`src/rtl/mem_complete_arbiter_if.sv`:
```
// mem_complete_arbiter_if: LSQ/memory producer handshakes and the complete bus.
// master = arbiter side, slave = producers/consumer side.
interface mem_complete_arbiter_if #(
    parameter int DATA_W = 32,
    parameter int PC_W   = 32,
    parameter int TAG_W  = 6
);
    logic              lsq_valid;
    logic              lsq_ready;
    logic [DATA_W-1:0] lsq_data;
    logic [PC_W-1:0]   lsq_pc;
    logic [TAG_W-1:0]  lsq_tag;
    logic              mem_valid;
    logic              mem_ready;
    logic [DATA_W-1:0] mem_data;
    logic [PC_W-1:0]   mem_pc;
    logic [TAG_W-1:0]  mem_tag;
    logic              cmp_valid;
    logic              cmp_ready;
    logic [DATA_W-1:0] cmp_data;
    logic [PC_W-1:0]   cmp_pc;
    logic [TAG_W-1:0]  cmp_tag;
    logic              cmp_from_lsq;

    modport master (
        input  lsq_valid, lsq_data, lsq_pc, lsq_tag,
        input  mem_valid, mem_data, mem_pc, mem_tag, cmp_ready,
        output lsq_ready, mem_ready,
        output cmp_valid, cmp_data, cmp_pc, cmp_tag, cmp_from_lsq
    );

    modport slave (
        output lsq_valid, lsq_data, lsq_pc, lsq_tag,
        output mem_valid, mem_data, mem_pc, mem_tag, cmp_ready,
        input  lsq_ready, mem_ready,
        input  cmp_valid, cmp_data, cmp_pc, cmp_tag, cmp_from_lsq
    );
endinterface

```
`src/rtl/mem_complete_arbiter.sv`:
```
// mem_complete_arbiter: two per-source FIFOs arbitrated onto a registered complete bus.
// MEM_CMPL_RR_EN selects round-robin arbitration; default is fixed LSQ priority.
module mem_complete_arbiter #(
    parameter int DATA_W = 32,
    parameter int PC_W   = 32,
    parameter int TAG_W  = 6,
    parameter int DEPTH  = 2
) (
    input  logic                   clk,
    input  logic                   rstn,
    input  logic                   flush,
    mem_complete_arbiter_if.master bus
);
    localparam int EW = DATA_W + PC_W + TAG_W;
    localparam int AW = $clog2(DEPTH);
    localparam int CW = AW + 1;

    // index 0 = LSQ, index 1 = memory
    logic [EW-1:0] store [2][DEPTH];
    logic [EW-1:0] in_ent [2];
    logic [AW-1:0] wp [2];
    logic [AW-1:0] rp [2];
    logic [CW-1:0] cnt [2];
    logic [CW-1:0] cnt_nx [2];
    logic [1:0]    rdy, vld, push, pop, ne;
    logic          load, gl;
    logic          cmp_valid, cmp_from_lsq;
    logic [EW-1:0] cmp_ent;

    assign ne   = {cnt[1] != '0, cnt[0] != '0};
    assign load = (!cmp_valid || bus.cmp_ready) && (|ne) && !flush;

`ifdef MEM_CMPL_RR_EN
    logic last_lsq;
    assign gl = ne[0] && (!ne[1] || !last_lsq);
    always_ff @(posedge clk or negedge rstn)
        if (!rstn) last_lsq <= 1'b0;
        else if (load) last_lsq <= gl;
`else
    assign gl = ne[0];
`endif

    always_comb begin
        vld       = {bus.mem_valid, bus.lsq_valid};
        in_ent[0] = {bus.lsq_data, bus.lsq_pc, bus.lsq_tag};
        in_ent[1] = {bus.mem_data, bus.mem_pc, bus.mem_tag};
        push      = vld & rdy & {2{!flush}};
        pop       = {load && !gl, load && gl};
        for (int s = 0; s < 2; s++)
            cnt_nx[s] = cnt[s] + CW'(push[s]) - CW'(pop[s]);
    end

    always_ff @(posedge clk)
        for (int s = 0; s < 2; s++)
            if (push[s]) store[s][wp[s]] <= in_ent[s];

    always_ff @(posedge clk or negedge rstn) begin
        if (!rstn) begin
            wp           <= '{default: '0};
            rp           <= '{default: '0};
            cnt          <= '{default: '0};
            rdy          <= '0;
            cmp_valid    <= 1'b0;
            cmp_from_lsq <= 1'b0;
            cmp_ent      <= '0;
        end else begin
            for (int s = 0; s < 2; s++) begin
                wp[s]  <= flush ? '0 : (push[s] ? wp[s] + AW'(1) : wp[s]);
                rp[s]  <= flush ? '0 : (pop[s] ? rp[s] + AW'(1) : rp[s]);
                cnt[s] <= flush ? '0 : cnt_nx[s];
                rdy[s] <= flush || (cnt_nx[s] < CW'(DEPTH));
            end
            if (flush) begin
                cmp_valid <= 1'b0;
            end else if (load) begin
                cmp_valid    <= 1'b1;
                cmp_from_lsq <= gl;
                cmp_ent      <= gl ? store[0][rp[0]] : store[1][rp[1]];
            end else if (bus.cmp_ready) begin
                cmp_valid <= 1'b0;
            end
        end
    end

    assign bus.lsq_ready                          = rdy[0];
    assign bus.mem_ready                          = rdy[1];
    assign bus.cmp_valid                          = cmp_valid;
    assign bus.cmp_from_lsq                       = cmp_from_lsq;
    assign {bus.cmp_data, bus.cmp_pc, bus.cmp_tag} = cmp_ent;
endmodule
```
`src/flat_wrapper.sv`:
```
// flat-port wrapper written by rule: the top's interface ports become plain ports
module mem_complete_arbiter_flat 
#(
    parameter int DATA_W = 32,
    parameter int PC_W   = 32,
    parameter int TAG_W  = 6,
    parameter int DEPTH  = 2
)
  (clk, rstn, flush, bus_lsq_valid, bus_lsq_data, bus_lsq_pc, bus_lsq_tag, bus_mem_valid, bus_mem_data, bus_mem_pc, bus_mem_tag, bus_cmp_ready, bus_lsq_ready, bus_mem_ready, bus_cmp_valid, bus_cmp_data, bus_cmp_pc, bus_cmp_tag, bus_cmp_from_lsq);
  mem_complete_arbiter_if #(.DATA_W(DATA_W), .PC_W(PC_W), .TAG_W(TAG_W)) bus_i ();
  input  logic clk;
  input  logic rstn;
  input  logic flush;
  input wire logic [$bits(bus_i.lsq_valid)-1:0] bus_lsq_valid;
  input wire logic [$bits(bus_i.lsq_data)-1:0] bus_lsq_data;
  input wire logic [$bits(bus_i.lsq_pc)-1:0] bus_lsq_pc;
  input wire logic [$bits(bus_i.lsq_tag)-1:0] bus_lsq_tag;
  input wire logic [$bits(bus_i.mem_valid)-1:0] bus_mem_valid;
  input wire logic [$bits(bus_i.mem_data)-1:0] bus_mem_data;
  input wire logic [$bits(bus_i.mem_pc)-1:0] bus_mem_pc;
  input wire logic [$bits(bus_i.mem_tag)-1:0] bus_mem_tag;
  input wire logic [$bits(bus_i.cmp_ready)-1:0] bus_cmp_ready;
  output wire logic [$bits(bus_i.lsq_ready)-1:0] bus_lsq_ready;
  output wire logic [$bits(bus_i.mem_ready)-1:0] bus_mem_ready;
  output wire logic [$bits(bus_i.cmp_valid)-1:0] bus_cmp_valid;
  output wire logic [$bits(bus_i.cmp_data)-1:0] bus_cmp_data;
  output wire logic [$bits(bus_i.cmp_pc)-1:0] bus_cmp_pc;
  output wire logic [$bits(bus_i.cmp_tag)-1:0] bus_cmp_tag;
  output wire logic [$bits(bus_i.cmp_from_lsq)-1:0] bus_cmp_from_lsq;
  assign bus_i.lsq_valid = bus_lsq_valid;
  assign bus_i.lsq_data = bus_lsq_data;
  assign bus_i.lsq_pc = bus_lsq_pc;
  assign bus_i.lsq_tag = bus_lsq_tag;
  assign bus_i.mem_valid = bus_mem_valid;
  assign bus_i.mem_data = bus_mem_data;
  assign bus_i.mem_pc = bus_mem_pc;
  assign bus_i.mem_tag = bus_mem_tag;
  assign bus_i.cmp_ready = bus_cmp_ready;
  assign bus_lsq_ready = bus_i.lsq_ready;
  assign bus_mem_ready = bus_i.mem_ready;
  assign bus_cmp_valid = bus_i.cmp_valid;
  assign bus_cmp_data = bus_i.cmp_data;
  assign bus_cmp_pc = bus_i.cmp_pc;
  assign bus_cmp_tag = bus_i.cmp_tag;
  assign bus_cmp_from_lsq = bus_i.cmp_from_lsq;
  mem_complete_arbiter #(.DATA_W(DATA_W), .PC_W(PC_W), .TAG_W(TAG_W), .DEPTH(DEPTH)) u_core (.clk(clk), .rstn(rstn), .flush(flush), .bus(bus_i));
endmodule
```
`config.mk`:
```
export PLATFORM = sky130hd
export DESIGN_NAME = mem_complete_arbiter_flat
export DESIGN_NICKNAME = d
export VERILOG_FILES = /design/src/rtl/mem_complete_arbiter_if.sv /design/src/rtl/mem_complete_arbiter.sv /design/src/flat_wrapper.sv
export SDC_FILE = /design/constraint.sdc
export NUM_CORES = 1
export LEC_CHECK = 0
export ABC_AREA = 1
export BUFFER_PORTS_ARGS = -buffer_cell sky130_fd_sc_hd__clkbuf_2
export CAP_MARGIN = 10
export CORE_ASPECT_RATIO = 1.5
export CORE_MARGIN = 4
export CORE_UTILIZATION = 45
export CTS_BUF_LIST = sky130_fd_sc_hd__clkbuf_4
export DETAILED_ROUTE_END_ITERATION = 12
export PLACE_DENSITY_LB_ADDON = 0.1
export SYNTH_ARGS = -nofsm -noshare
export SYNTH_HDL_FRONTEND = slang
export SYNTH_SLANG_ARGS = --single-unit
```
`constraint.sdc`:
```
create_clock -name clk -period 11.5 [get_ports clk]
set_input_delay 2.3 -clock clk [delete_from_list [all_inputs] [get_ports clk]]
set_output_delay 2.3 -clock clk [all_outputs]
set_load 0.01 [all_outputs]
```
==> qor.txt <==
Status - complete, no violations
Buffer and inverter count on the worst path - 1
Crit path cell chain - clkbuf_2
Peak Freq - 0.278 GHz
Flop2flop setup slack - 8.55 ns
FF-to-FF Start - u_core.cnt[3]
Die Span Y - 226 um
Vias per cell - 4.77
Clk_skew - 0.0347 ns
Total GRT Usage - 0.205
Final period util - 0.313
Grt total ovfl - 0
Setup TNS - 0 ns
Worst path slowest cell - dfrtp_1
FF+latch count, synth - 362
Slew headroom - 0.273
Final Total Pwr - 4.14 mW
Slowest stage delay, CP - 0.39 ns
First-iteration detailed-routing DRC count - 506
DR pass1 iterations - 5
Final Hold Viols - 0
# setup viols final - 0
Synth cell types - 19
Worst-Skew Late Latency - 0.76 ns
Number of post-CTS setup repair buffers - 0
CP Max Fanout - 2
TritonCTS Buffers - 88
Seq/Total Area, Yosys - 0.734
H-tree levels - 3
Terminus of the critical flop-to-flop path - u_core.cmp_ent[15]
Hold_buf cts - 0
CTS tree - built
Clock-pin slew on the worst setup and hold paths - 0.07 ns
CTS resizes - 0
WHS Path Cells - 2
Initial antenna violation count - 6
Lkg Pwr - 7.96 nW
Cell Pwr Density - 245 nW/um^2
Initial Utilization - 0.458
WL/cell - 17.0 um
HPWL after DPL - 20,500 um
Syn Std Cell Area - 14,300 um^2
First-pass GRT wire length - 54,700 um
Clock Sink Count - 362
Hold endpoint - u_core.cmp_ent[69]
Core area - 31,100 um^2
CP top delay family - flip-flops
Cell Rows - 79
Deepest clock path buffer count - 3
Crit end category - output pin
# DRC - 0
Antenna-violating nets left - 0
Min-Delay Startpoint - u_core.cmp_ent[69]
Reg2Reg Depth - 7
PortBufs - 219
Max-cap violation count - 0
Yosys warns - 0
Vias post-DR - 9,930
Layout area overhead - 18.6%
Crit path launch type - flop
Syn_nets - 1,486
RSZ-0062 raised after global routing - no
Worst EP required - 9.20 ns
Fin util - 0.543
Boundary Pins - 220
Hold Path Class - flop to flop
Total wire length - 35,500 um
Synth Area per Inst - 10.7 um^2
Root Driver - clkbuf_4
Nets - 1,748
Die area - 34,700 um^2
Vias in the first global route - 10,000
Share of cells above drive strength 1 - 0.238
Worst Max-Slew Pin Slew - 1.09 ns
Routability Congestion - 0.741
Max-slew violation count - 0
Mapped Cells - 1,336
Largest net degree at the start of global routing - 74
Die X - 153 um
Fin crit period - 3.60 ns
Crit path DAT - 1.30 ns
Critical path class - flop to output pin
Maximum vdd ir drop - 240 uV
-- placed cells by master (no fill, tap or decap), types with 4 or more instances in the layout --
master / instances
diode_2: 5
nand2_1: 861
inv_1: 17
clkbuf_2: 218
clkinv_1: 12
buf_4: 13
clkbuf_4: 148
inv_2: 7
ha_1: 4
nor2_1: 6
nand3_1: 4
nor2_4: 6
dfrtp_1: 80
edfxtp_1: 280
-- flip-flops by register name (all words and copies together) (netlist names) --
| register | cells |
|---|---|
| u_core.store | 280 |
| u_core.cmp_ent | 70 |
| u_core.cnt | 4 |
| u_core.rdy | 2 |
| u_core.rp | 2 |
| u_core.wp | 2 |
| u_core.bus.cmp_from_lsq | 1 |
| u_core.bus.cmp_valid | 1 |
-- layout make-up --
| class | count | area (um^2) |
|---|---|---|
| tap | 405 | 507 |
| antenna | 5 | 12.5 |
| sequential | 362 | 10500 |
| clock buffer | 148 | 1110 |
| multi-input combinational | 894 | 3490 |
| clock inverter | 17 | 71.3 |
| fill | 2861 | 14200 |
| inverter | 21 | 78.8 |
| timing repair buffer | 231 | 1190 |
-- synth_stat cells --
master / n / area (um^2)
buf_1: 1 / 3.75
nand2_2: 2 / 12.5
inv_1: 17 / 63.8
nand2_1: 862 / 3240
dfrtp_1: 82 / 2050
xor2_1: 2 / 17.5
clkinv_1: 1 / 3.75
xnor2_1: 2 / 17.5
nor2_4: 2 / 22.5
nand4_1: 2 / 12.5
ha_1: 4 / 50.1
o22ai_1: 2 / 12.5
nand3_1: 4 / 20.0
nor2_1: 10 / 37.5
clkbuf_1: 17 / 63.8
edfxtp_1: 280 / 8410
inv_2: 3 / 11.3
buf_2: 41 / 205
a21oi_1: 2 / 10.0
-- logic make-up after synthesis --
group                      count (synthesis)  synth area share
adders and majority gates                  4           0.00351
buffers and inverters                     80            0.0247
AOI/OAI and AO/OA                          4           0.00158
and+or+nand+nor                          882             0.234
DFF                                      362             0.734
xor gates and xnor gates                   4           0.00246
-- layer usage --
metal	part of all wire	vias up	GRT usage
met5	0.00099	-	0
met4	0.018	6	0.0690
met2	0.53	267	0.371
li1	-	4875	-
met1	0.39	4726	0.236
met3	0.061	56	0.0535
-- how the worst max path moves through the flow --
stage / from / to / slack [ns] / depth (start not counted)
final: u_core.cmp_ent[10] / bus_cmp_pc[4] / 7.90 / 1
after global routing: u_core.cmp_ent[45] / bus_cmp_data[7] / 7.82 / 1
after CTS: u_core.cmp_ent[10] / bus_cmp_pc[4] / 7.83 / 1
after detailed placement: flush / u_core.store[0][158] / 7.30 / 5
after global placement: flush / u_core.store[0][228] / 7.34 / 5
after floorplan: flush / u_core.store[0][100] / 5.40 / 4
-- report_power, final --
group          internal [mW]  leakage [nW]  switching (mW)
clock network          0.580         0.715           0.504
logic                  0.388          3.65           0.920
registers               1.66          3.60          0.0919
-- metrics by stage --
| stage | instance area (um^2) | std cells | worst slack, ns | hold slack (ns) |
|---|---|---|---|---|
| 5_1_grt | 16900 | 2081 | 7.82 | 0.498 |
| 6_report | 16900 | 2083 | 7.90 | 0.476 |
| 3_3_place_gp | 15700 | 1913 | 7.34 | 0.461 |
| 2_1_floorplan | 14300 | 1336 | 5.40 | 0.458 |
| 3_5_place_dp | 15700 | 1913 | 7.30 | 0.465 |
| 4_1_cts | 16900 | 2078 | 7.83 | 0.483 |
(Power assumes the default switching activity.)
